## config.mk

```make
export PLATFORM = sky130hd
export DESIGN_NAME = sprite_motion_ctrl
export DESIGN_NICKNAME = d
export VERILOG_FILES = /design/src/rtl/sprite_pkg.sv /design/src/rtl/turn_buffer.sv /design/src/rtl/sprite_motion_ctrl.sv
export SDC_FILE = /design/constraint.sdc
export NUM_CORES = 1
export LEC_CHECK = 0
export BUFFER_PORTS_ARGS = -buffer_cell sky130_fd_sc_hd__clkbuf_2
export CORE_MARGIN = 3
export CORE_UTILIZATION = 31
export CTS_CLUSTER_SIZE = 12
export DETAILED_ROUTE_END_ITERATION = 12
export HOLD_SLACK_MARGIN = 0.05
export MAX_ROUTING_LAYER = met4
export PLACE_DENSITY = 0.6
export SYNTH_ARGS = -nofsm -noshare
export SYNTH_HDL_FRONTEND = slang
export SYNTH_SLANG_ARGS = --single-unit
```

## constraint.sdc

```tcl
create_clock -name clk -period 5.3 [get_ports clk]
set_clock_uncertainty 0.15 [all_clocks]
set_input_delay 0.265 -clock clk [delete_from_list [all_inputs] [get_ports clk]]
set_output_delay 0.265 -clock clk [all_outputs]
set_load 0.02 [all_outputs]
```

## src/rtl/sprite_pkg.sv

```systemverilog
// Shared direction encoding, helpers and FSM states for maze sprite motion.
package sprite_pkg;

   localparam logic [3:0] DIR_NONE = 4'b0000;
   localparam logic [3:0] DIR_L    = 4'b0001;
   localparam logic [3:0] DIR_R    = 4'b0010;
   localparam logic [3:0] DIR_U    = 4'b0100;
   localparam logic [3:0] DIR_D    = 4'b1000;

   typedef enum logic {
      STOP = 1'b0,
      MOVE = 1'b1
   } state_t;

   // Reduce a multi-hot request to one direction, L beating R beating U beating D.
   function automatic logic [3:0] dir_priority(input logic [3:0] req);
      logic [3:0] res;
      res = DIR_NONE;
      if (req[0])      res = DIR_L;
      else if (req[1]) res = DIR_R;
      else if (req[2]) res = DIR_U;
      else if (req[3]) res = DIR_D;
      return res;
   endfunction

   function automatic logic [3:0] dir_opposite(input logic [3:0] d);
      return {d[2], d[3], d[0], d[1]};
   endfunction

endpackage

```

## src/rtl/turn_buffer.sv

```systemverilog
// Holds the latest turn request for HOLD_TICKS move ticks; a fresh request is
// visible on pending in the same cycle it arrives.
module turn_buffer
   import sprite_pkg::*;
#(
   parameter int HOLD_TICKS = 16
) (
   input  logic       clk,
   input  logic       rst,
   input  logic [3:0] req_dir,
   input  logic       move_tick,
   input  logic       freeze,
   input  logic       consume,
   output logic [3:0] pending,
   output logic       pending_valid
);

   localparam int HW = $clog2(HOLD_TICKS + 1);

   logic [3:0]    pend_q;
   logic [HW-1:0] hold_q;
   logic [3:0]    req_p;

   assign req_p         = dir_priority(req_dir);
   assign pending       = (req_p != DIR_NONE) ? req_p : pend_q;
   assign pending_valid = (pending != DIR_NONE);

   always_ff @(posedge clk) begin
      if (rst) begin
         pend_q <= DIR_NONE;
         hold_q <= '0;
      end else if (consume) begin
         pend_q <= DIR_NONE;
         hold_q <= '0;
      end else if (req_p != DIR_NONE) begin
         pend_q <= req_p;
         hold_q <= HW'(HOLD_TICKS);
      end else if (move_tick && !freeze && hold_q != '0) begin
         hold_q <= hold_q - 1'b1;
         if (hold_q == HW'(1)) pend_q <= DIR_NONE;
      end
   end

endmodule

```

## src/rtl/sprite_motion_ctrl.sv

```systemverilog
// Tile-aware sprite mover: position/heading FSM stepping SPEED pixels per tick,
// buffered turns taken at tile boundaries, reversals taken immediately, tunnel wrap.
module sprite_motion_ctrl
   import sprite_pkg::*;
#(
   parameter int         X_W        = 10,
   parameter int         Y_W        = 10,
   parameter int         INI_X      = 360,
   parameter int         INI_Y      = 154,
   parameter logic [3:0] INI_DIR    = 4'b0001,
   parameter int         SPEED      = 2,
   parameter int         TILE       = 8,
   parameter int         X_MIN      = 0,
   parameter int         X_MAX      = 632,
   parameter int         HOLD_TICKS = 16
) (
   input  logic           clk,
   input  logic           rst,
   input  logic           move_tick,
   input  logic           freeze,
   input  logic [3:0]     req_dir,
   input  logic [3:0]     legal_moves,
   output logic [X_W-1:0] pos_x,
   output logic [Y_W-1:0] pos_y,
   output logic [3:0]     dir,
   output logic           moving,
   output logic           tile_strobe
);

   localparam int TB = $clog2(TILE);

   if (SPEED <= 0 || (TILE % SPEED) != 0) begin : g_bad_speed
      $error("sprite_motion_ctrl: SPEED must divide TILE");
   end
   if (TILE < 2 || (TILE & (TILE - 1)) != 0) begin : g_bad_tile
      $error("sprite_motion_ctrl: TILE must be a power of two");
   end

   state_t         state;
   logic [3:0]     pending;
   logic           pending_valid;
   logic           consume;
   logic           active;
   logic           aligned;
   logic [3:0]     nxt_dir;
   state_t         nxt_state;
   logic           do_step;
   logic           do_wrap;
   logic [X_W-1:0] wrap_x;
   logic [X_W-1:0] step_x;
   logic [Y_W-1:0] step_y;
   logic           step_on_grid;

   turn_buffer #(.HOLD_TICKS(HOLD_TICKS)) u_buf (
      .clk           (clk),
      .rst           (rst),
      .req_dir       (req_dir),
      .move_tick     (move_tick),
      .freeze        (freeze),
      .consume       (consume),
      .pending       (pending),
      .pending_valid (pending_valid)
   );

   assign active = move_tick & ~freeze;

   // Alignment is judged on the axis of travel, so a sprite sitting off-grid on
   // the cross axis still sees every tile boundary it passes.
   assign aligned = (dir[0] | dir[1]) ? (pos_x[TB-1:0] == '0) : (pos_y[TB-1:0] == '0);

   always_comb begin
      nxt_dir   = dir;
      nxt_state = state;
      do_step   = 1'b0;
      do_wrap   = 1'b0;
      wrap_x    = pos_x;
      consume   = 1'b0;
      if (active) begin
         if (state == MOVE && dir == DIR_L && pos_x == X_W'(X_MIN)) begin
            do_wrap = 1'b1;
            wrap_x  = X_W'(X_MAX);
         end else if (state == MOVE && dir == DIR_R && pos_x == X_W'(X_MAX)) begin
            do_wrap = 1'b1;
            wrap_x  = X_W'(X_MIN);
         end else if (aligned) begin
            if (pending_valid && (pending & legal_moves) != 4'b0000) begin
               nxt_dir   = pending;
               consume   = 1'b1;
               nxt_state = MOVE;
               do_step   = 1'b1;
            end else if ((dir & legal_moves) != 4'b0000) begin
               nxt_state = MOVE;
               do_step   = 1'b1;
            end else begin
               nxt_state = STOP;
            end
         end else if (state == MOVE) begin
            if (pending == dir_opposite(dir)) begin
               nxt_dir = pending;
               consume = 1'b1;
            end
            do_step = 1'b1;
         end
      end
   end

   always_comb begin
      step_x = pos_x;
      step_y = pos_y;
      case (nxt_dir)
         DIR_L:   step_x = pos_x - X_W'(SPEED);
         DIR_R:   step_x = pos_x + X_W'(SPEED);
         DIR_U:   step_y = pos_y - Y_W'(SPEED);
         DIR_D:   step_y = pos_y + Y_W'(SPEED);
         default: ;
      endcase
      step_on_grid = (nxt_dir[0] | nxt_dir[1]) ? (step_x[TB-1:0] == '0)
                                               : (step_y[TB-1:0] == '0);
   end

   always_ff @(posedge clk) begin
      if (rst) begin
         state       <= STOP;
         pos_x       <= X_W'(INI_X);
         pos_y       <= Y_W'(INI_Y);
         dir         <= INI_DIR;
         moving      <= 1'b0;
         tile_strobe <= 1'b0;
      end else begin
         state       <= nxt_state;
         dir         <= nxt_dir;
         moving      <= (nxt_state == MOVE);
         tile_strobe <= do_step & step_on_grid;
         if (do_wrap) begin
            pos_x <= wrap_x;
         end else if (do_step) begin
            pos_x <= step_x;
            pos_y <= step_y;
         end
      end
   end

endmodule
```

==> parameters.txt, run 1 <==
Parameter                              Value

Critical path
  Setup slack of the worst register-to-register path    410 ps
  Data required, critical path    5370 ps
  Family of cells with the greatest summed delay on the critical path    compound AO/OA/AOI/OAI gates
  Worst Setup Path Type    flop to flop
  Cell Chain, Critical Path    inv_1 -> o41ai_2 -> nand2_1 -> a311o_2 -> nor2_8 -> mux2i_1 -> inv_1 -> fa_1 -> a21o_1 -> a21oi_1 -> o21bai_1 -> a21oi_1 -> o21ai_0 -> or4b_1 -> nand4_1
  Startpoint Class    flop
  Critical path endpoint category    flop
  Peak fanout along the critical path    14
  Crit path max-delay cell type    sky130_fd_sc_hd__o41ai_2
  Buffer and inverter count on the worst path    2
  Arrival time of the worst setup path    4960 ps
  Crit path largest cell delay    660 ps

Synthesis
  Register area share after synthesis    0.269
  Post-synthesis cell type count    60
  Cell with the most instances after synthesis    sky130_fd_sc_hd__nor2_1
  Post-synthesis average cell area    8.41 um^2
  Post-synthesis cell area    2450 um^2
  Number of enable flip-flop cells after synthesis    0
  Share of synthesized registers carrying an async set or reset    0
  Syn Inst Count    292
  Area contributors post-synth    sky130_fd_sc_hd__dfxtp_1 (27%), sky130_fd_sc_hd__ha_1 (8.7%), sky130_fd_sc_hd__nor2_1 (5.8%)
  Number of flip-flops and latches in the synthesized netlist    33
  Area share of the largest cell type after synthesis    0.269
  Area leader, netlist    sky130_fd_sc_hd__dfxtp_1
  Top_reg_cell synth    sky130_fd_sc_hd__dfxtp_1
  Synth Warn #    0
  List of most frequent post-synthesis cells    sky130_fd_sc_hd__nor2_1 (38), sky130_fd_sc_hd__dfxtp_1 (33), sky130_fd_sc_hd__nand2_1 (20), sky130_fd_sc_hd__a21oi_1 (17), sky130_fd_sc_hd__ha_1 (17)

Detailed routing
  Post-DR wirelength/cell    13.8 um
  Via count normalized by instance count    5.26
  First-pass iteration count of the detailed router    4
  Via Count    2239
  Number of routed nets with antenna violations    0
  Routed wire length    5890 um
  Iter 0 DRT Violations    140
  Residual DRC    0

Clocking
  Resized cells post-CTS    0
  Root Buffer Master    sky130_fd_sc_hd__clkbuf_8
  Post-CTS Setup Bufs    0
  Number of levels in the clock H-tree    2
  Worst-path clk slew    70 ps
  Number of hold buffers added after cts    0
  Clock latency at the later pin of the worst-skew pair    290 ps
  Clock tree from TritonCTS    done
  Number of clock sinks seen by CTS    33
  Number of buffers on the longest clock path    2
  CTS buffer count    5

Layout
  Fraction of layout instances using a drive strength above 1    0.171
  Layout Cell Area excl Fill    2810 um^2
  Synthesis-to-finish area growth    14.5%
  Number of nets in the final layout    357
  Count of inserted antenna diode cells    0

Global route
  Number of global-route vias before repair    2194
  Total gr overflow    0
  First-pass GRT wire length    10300 um
  Pin count of the biggest net entering global routing    27
  Antenna violations before repair    0
  All-layer global routing usage    0.147

Floorplanning
  Std cell rows    31
  Std-Cell Core Area    7450 um^2
  Overall die area    9020 um^2
  Die Y-Extent    95.0 um
  Horiz. Die Dim    95.0 um
  Initial cell density of the core    0.330
  Number of top-level pins    38

Placement
  Count of input and output buffers    35
  Dpl hpwl    4510 um
  Total cell area at the placement stage    2710 um^2
  Routability-driven placement congestion ratio    0.927

Timing
  Hold slack final    198 ps
  Unrepaired setup endpoints after global routing    no
  Setup tns final    0 ps
  Slew HR    0.553
  Final count of hold timing violations    0
  Worst slew pin tran    663 ps
  Fmax    0.204 GHz
  Final setup violation count    0
  Period Utilization, post-route    0.923
  Time the worst path needs with I/O delays and setup    4890 ps
  Slew Limit Fails    0

Job
  Max capacitance violation total    0

Power and ir drop
  Internal power of the cells    0.481 mW
  Static Leak    1.14 nW
  Reported net switching power    0.258 mW
  Sequential share of power    0.386
  Relative contribution of the clock network to total power    0.287
  Gate power share    0.327
  Total power density per cell area    263 nW/um^2
  Peak VDD IR    82.4 uV
  Fraction of power spent switching nets    0.349

Status
  Status    complete, no violations

Hold path
  Path type of the worst min-delay path    input pin to flop
[per-stage QoR]
step	std cells	setup WS [ps]	power, mW	utilization
floorplan	293	1060	0.477	-
detailed placement	418	439	0.530	0.364
global placement	418	687	0.529	0.364
finish	426	409	0.739	0.378
global route	426	60.2	0.787	0.378
CTS	426	445	0.745	0.378
[cells by family after synthesis]
family          count (synthesis)  share of synthesized area
fa+ha+maj                      19                      0.103
compound gates                 65                      0.198
buf+inv                        21                     0.0377
simple gates                  112                      0.234
flops                          33                      0.269
mux                            17                     0.0708
other cells                     1                    0.00153
xor+xnor                       24                     0.0856
[power by group through the flow]
stage / Combinational, mW / Clock [mW] / Sequential, mW
floorplan: 0.176 / 0 / 0.301
CTS: 0.241 / 0.218 / 0.285
finish: 0.241 / 0.212 / 0.285
global placement: 0.238 / 0 / 0.291
detailed placement: 0.239 / 0 / 0.291
global route: 0.269 / 0.229 / 0.289
[layer usage]
metal	share of wire	routed length [um]	track usage	vias to the layer above
li1	-	-	-	1119
met1	0.50	2950	0.200	1050
met2	0.44	2590	0.220	64
met3	0.048	285	0.0271	6
met4	0.010	59	0.0457	0
met5	0	0	-	-
[sequential cells by signal, indices dropped and copies added (netlist names)]
register,flops
dir,4
pos_x,9
pos_y,9
state,1
tile_strobe,1
u_buf.hold_q,5
u_buf.pend_q,4
[worst paths after layout]
| kind | start | cells past startpoint | to |
|---|---|---|---|
| worst max-delay path | u_buf.pend_q[1] | 15 | pos_y[9] |
| worst min-delay path | req_dir[1] | 3 | u_buf.pend_q[3] |
| worst max register to register | u_buf.pend_q[1] | 15 | pos_y[9] |
| worst min register to register | u_buf.pend_q[1] | 2 | u_buf.pend_q[1] |
[cells in the final DEF, fill, tap and decap left out, drive strengths merged, types with 3 or more instances in the layout]
cell    instances
clkbuf         42
nor2           40
dfxtp          33
nand2          20
a21oi          17
ha             17
xnor2          15
nor3           15
mux2i          14
inv            11
xor2            9
o21ai           9
nand3           8
o211ai          6
o21bai          5
nor2b           4
nand2b          4
and3            4
a211oi          4
nand4           3
a21o            3
a31oi           3
a22oi           3
nor4            3
mux2            3
[worst reg2reg max path, cell delays in order (launching register included)]
cell and delay, ps:
sky130_fd_sc_hd__dfxtp_1 340, sky130_fd_sc_hd__inv_1 50, sky130_fd_sc_hd__o41ai_2 660, sky130_fd_sc_hd__nand2_1 190, sky130_fd_sc_hd__a311o_2 520, sky130_fd_sc_hd__nor2_8 250, sky130_fd_sc_hd__mux2i_1 400, sky130_fd_sc_hd__inv_1 260
sky130_fd_sc_hd__fa_1 460, sky130_fd_sc_hd__a21o_1 170, sky130_fd_sc_hd__a21oi_1 220, sky130_fd_sc_hd__o21bai_1 110, sky130_fd_sc_hd__a21oi_1 230, sky130_fd_sc_hd__o21ai_0 200, sky130_fd_sc_hd__or4b_1 510, sky130_fd_sc_hd__nand4_1 100
[cell type report]
cell class              count  area [um^2]
clock buffers               7         96.3
clock inverters             1         5.00
fillers                   767         4640
inverters                  12         45.0
multi-input cells         239         1710
flip-flops and latches     33          661
well taps                  99          124
repair buffers             35          175
Power figures use the tool's default switching activity.
==> inputs of run 2 (changes only) <==
- CORE_UTILIZATION: 31 -> 57
- PLACE_DENSITY: 0.6 -> 0.91
==> run 2 against run 1 <==
Register-to-register slack gained 110 ps. First-iteration DRC count grew 7.9%. Wire length shrank 2.5%. Worst setup slack gained 110 ps. Non-clock buffer count is the same. Clock power shrank 10%. Critical endpoint unchanged. Largest cell class unchanged.
==> parameters.txt, run 2 (same netlist as run 1, synthesis figures left out) <==
Parameter                              Value

Floorplanning
  Initial cell density of the core    0.601 (was 0.330)
  Horiz. Die Dim    71.6 um (was 95.0 um)
  Number of top-level pins    38 (unchanged)
  Std cell rows    23 (was 31)
  Std-Cell Core Area    4090 um^2 (was 7450 um^2)
  Die Y-Extent    71.6 um (was 95.0 um)
  Overall die area    5130 um^2 (was 9020 um^2)

Critical path
  Buffer and inverter count on the worst path    2 (unchanged)
  Worst Setup Path Type    flop to flop (unchanged)
  Family of cells with the greatest summed delay on the critical path    compound AO/OA/AOI/OAI gates (unchanged)
  Data required, critical path    5370 ps (about the same)
  Crit path largest cell delay    640 ps (was 660 ps)
  Arrival time of the worst setup path    4850 ps (was 4960 ps)
  Startpoint Class    flop (unchanged)
  Critical path endpoint category    flop (unchanged)
  Count of cells along the worst register-to-register path    15 (unchanged)
  Critical path depth in cells    15 (unchanged)
  Peak fanout along the critical path    14 (unchanged)
  Crit path max-delay cell type    sky130_fd_sc_hd__o41ai_2 (unchanged)
  Setup slack of the worst register-to-register path    520 ps (was 410 ps)
  Cell Chain, Critical Path    inv_1 -> o41ai_2 -> nand2_1 -> a311o_2 -> nor2_8 -> mux2i_1 -> inv_1 -> fa_1 -> a21o_1 -> a21oi_1 -> o21bai_1 -> a21oi_1 -> o21ai_0 -> or4b_1 -> nand4_1 (unchanged)

Global route
  Pin count of the biggest net entering global routing    27 (unchanged)
  Number of global-route vias before repair    2144 (was 2194)
  First-pass GRT wire length    9790 um (was 10300 um)
  Antenna violations before repair    0 (unchanged)
  All-layer global routing usage    0.244 (was 0.147)
  Total gr overflow    0 (unchanged)

Placement
  Total cell area at the placement stage    2650 um^2 (was 2710 um^2)
  Count of input and output buffers    35 (unchanged)
  Routability-driven placement congestion ratio    0.925 (was 0.927)
  Dpl hpwl    4340 um (was 4510 um)

Detailed routing
  Via Count    2257 (was 2239)
  First-pass iteration count of the detailed router    4 (unchanged)
  Number of routed nets with antenna violations    0 (unchanged)
  Via count normalized by instance count    6.00 (was 5.26)
  Post-DR wirelength/cell    15.3 um (was 13.8 um)
  Routed wire length    5740 um (was 5890 um)
  Residual DRC    0 (unchanged)
  Iter 0 DRT Violations    151 (was 140)

Timing
  Time the worst path needs with I/O delays and setup    4780 ps (was 4890 ps)
  Hold slack final    178 ps (was 198 ps)
  Period Utilization, post-route    0.902 (was 0.923)
  Slew Limit Fails    0 (unchanged)
  Slew HR    0.524 (was 0.553)
  Final count of hold timing violations    0 (unchanged)
  Setup tns final    0 ps (unchanged)
  Unrepaired setup endpoints after global routing    no (unchanged)
  Final setup violation count    0 (unchanged)
  Fmax    0.209 GHz (was 0.204 GHz)
  Worst slew pin tran    709 ps (was 663 ps)

Power and ir drop
  Overall Power    0.721 mW (was 0.739 mW)
  Reported net switching power    0.255 mW (was 0.258 mW)
  Sequential share of power    0.397 (was 0.386)
  Total power density per cell area    264 nW/um^2 (was 263 nW/um^2)
  Static Leak    1.13 nW (was 1.14 nW)
  Internal power of the cells    0.466 mW (was 0.481 mW)
  Fraction of power spent switching nets    0.353 (was 0.349)
  Relative contribution of the clock network to total power    0.264 (was 0.287)
  Peak VDD IR    166 uV (was 82.4 uV)
  Gate power share    0.339 (was 0.327)

Clocking
  Resized cells post-CTS    0 (unchanged)
  Number of levels in the clock H-tree    2 (unchanged)
  Number of clock sinks seen by CTS    33 (unchanged)
  Number of hold buffers added after cts    0 (unchanged)
  Number of buffers on the longest clock path    2 (unchanged)
  Root Buffer Master    sky130_fd_sc_hd__clkbuf_8 (unchanged)
  CTS buffer count    5 (unchanged)
  Clock tree from TritonCTS    done (unchanged)
  Worst-path clk slew    60 ps (was 70 ps)
  Clock latency at the later pin of the worst-skew pair    290 ps (about the same)
  Post-CTS Setup Bufs    0 (unchanged)

Layout
  Count of filler cells inserted in the layout    344 (was 767)
  Commonest cells after routing, fill and taps aside    sky130_fd_sc_hd__nor2_1 (38), sky130_fd_sc_hd__clkbuf_2 (35), sky130_fd_sc_hd__dfxtp_1 (33), sky130_fd_sc_hd__nand2_1 (20) (unchanged)
  Most common cell after layout, fill and taps aside    sky130_fd_sc_hd__nor2_1 (unchanged)
  Layout Cell Area excl Fill    2740 um^2 (was 2810 um^2)
  Number of nets in the final layout    357 (unchanged)
  Count of inserted antenna diode cells    0 (unchanged)
  Fraction of layout instances using a drive strength above 1    0.166 (was 0.171)
  Register Area    661 um^2 (unchanged)
  Synthesis-to-finish area growth    11.4% (was 14.5%)
  Multi-input combinational cell area    1710 um^2 (unchanged)
  Regs by FF count    pos_x x9, pos_y x9, u_buf.hold_q x5 (unchanged)

Status
  Status    complete, no violations (unchanged)

Job
  Max capacitance violation total    0 (unchanged)

Hold path
  Instance count along the most critical hold path    3 (unchanged)
  Path type of the worst min-delay path    input pin to flop (unchanged)
-- run 2: cell count changes in the layout (fill, tap and decap cells not counted) --
cell                       before  now
sky130_fd_sc_hd__clkinv_2       1    0
sky130_fd_sc_hd__clkbuf_8       7    6
sky130_fd_sc_hd__clkbuf_1       0    1
-- run 2: tightest hold or removal path: stages --
cell,delay (ps)
sky130_fd_sc_hd__clkbuf_2,110
sky130_fd_sc_hd__nand2b_1,110
sky130_fd_sc_hd__a211oi_1,80
-- run 2: layout make-up --
type	instances	share of cell area
multi-input cells	239	0.624
flip-flops and latches	33	0.242
inverters	12	0.0165
clock buffers	7	0.0316
well taps	50	0.0229
repair buffers	35	0.0640
-- run 2: worst paths after layout --
path                                         to             from
worst max-delay path                   pos_y[9]  u_buf.pend_q[1]
worst min-delay path            u_buf.pend_q[1]       req_dir[1]
worst max register to register         pos_y[9]  u_buf.pend_q[1]
worst min register to register  u_buf.pend_q[1]  u_buf.pend_q[1]
-- run 2: power by group through the flow --
stage / logic (mW) / registers, mW / clock network, mW
after global routing: 0.267 / 0.288 / 0.206
after CTS: 0.242 / 0.286 / 0.193
after floorplan: 0.176 / 0.301 / 0
final: 0.244 / 0.286 / 0.190
after global placement: 0.233 / 0.290 / 0
after detailed placement: 0.237 / 0.291 / 0
-- run 2: stage by stage --
| stage | worst slack (ps) | cells | utilization |
|---|---|---|---|
| after detailed placement | 541 | 369 | 0.648 |
| after global routing | 155 | 376 | 0.669 |
| after CTS | 541 | 376 | 0.669 |
| final | 518 | 376 | 0.669 |
| after global placement | 729 | 369 | 0.648 |
| after floorplan | 1060 | 293 | - |
-- run 2: layer usage --
layer | up-vias | routed length [um] | global-route usage | share of wire
met5 | - | 0 | - | 0
li1 | 1126 | - | - | -
met4 | 0 | 81 | 0.0647 | 0.014
met2 | 70 | 2700 | 0.387 | 0.47
met1 | 1048 | 2650 | 0.322 | 0.46
met3 | 13 | 313 | 0.0421 | 0.055
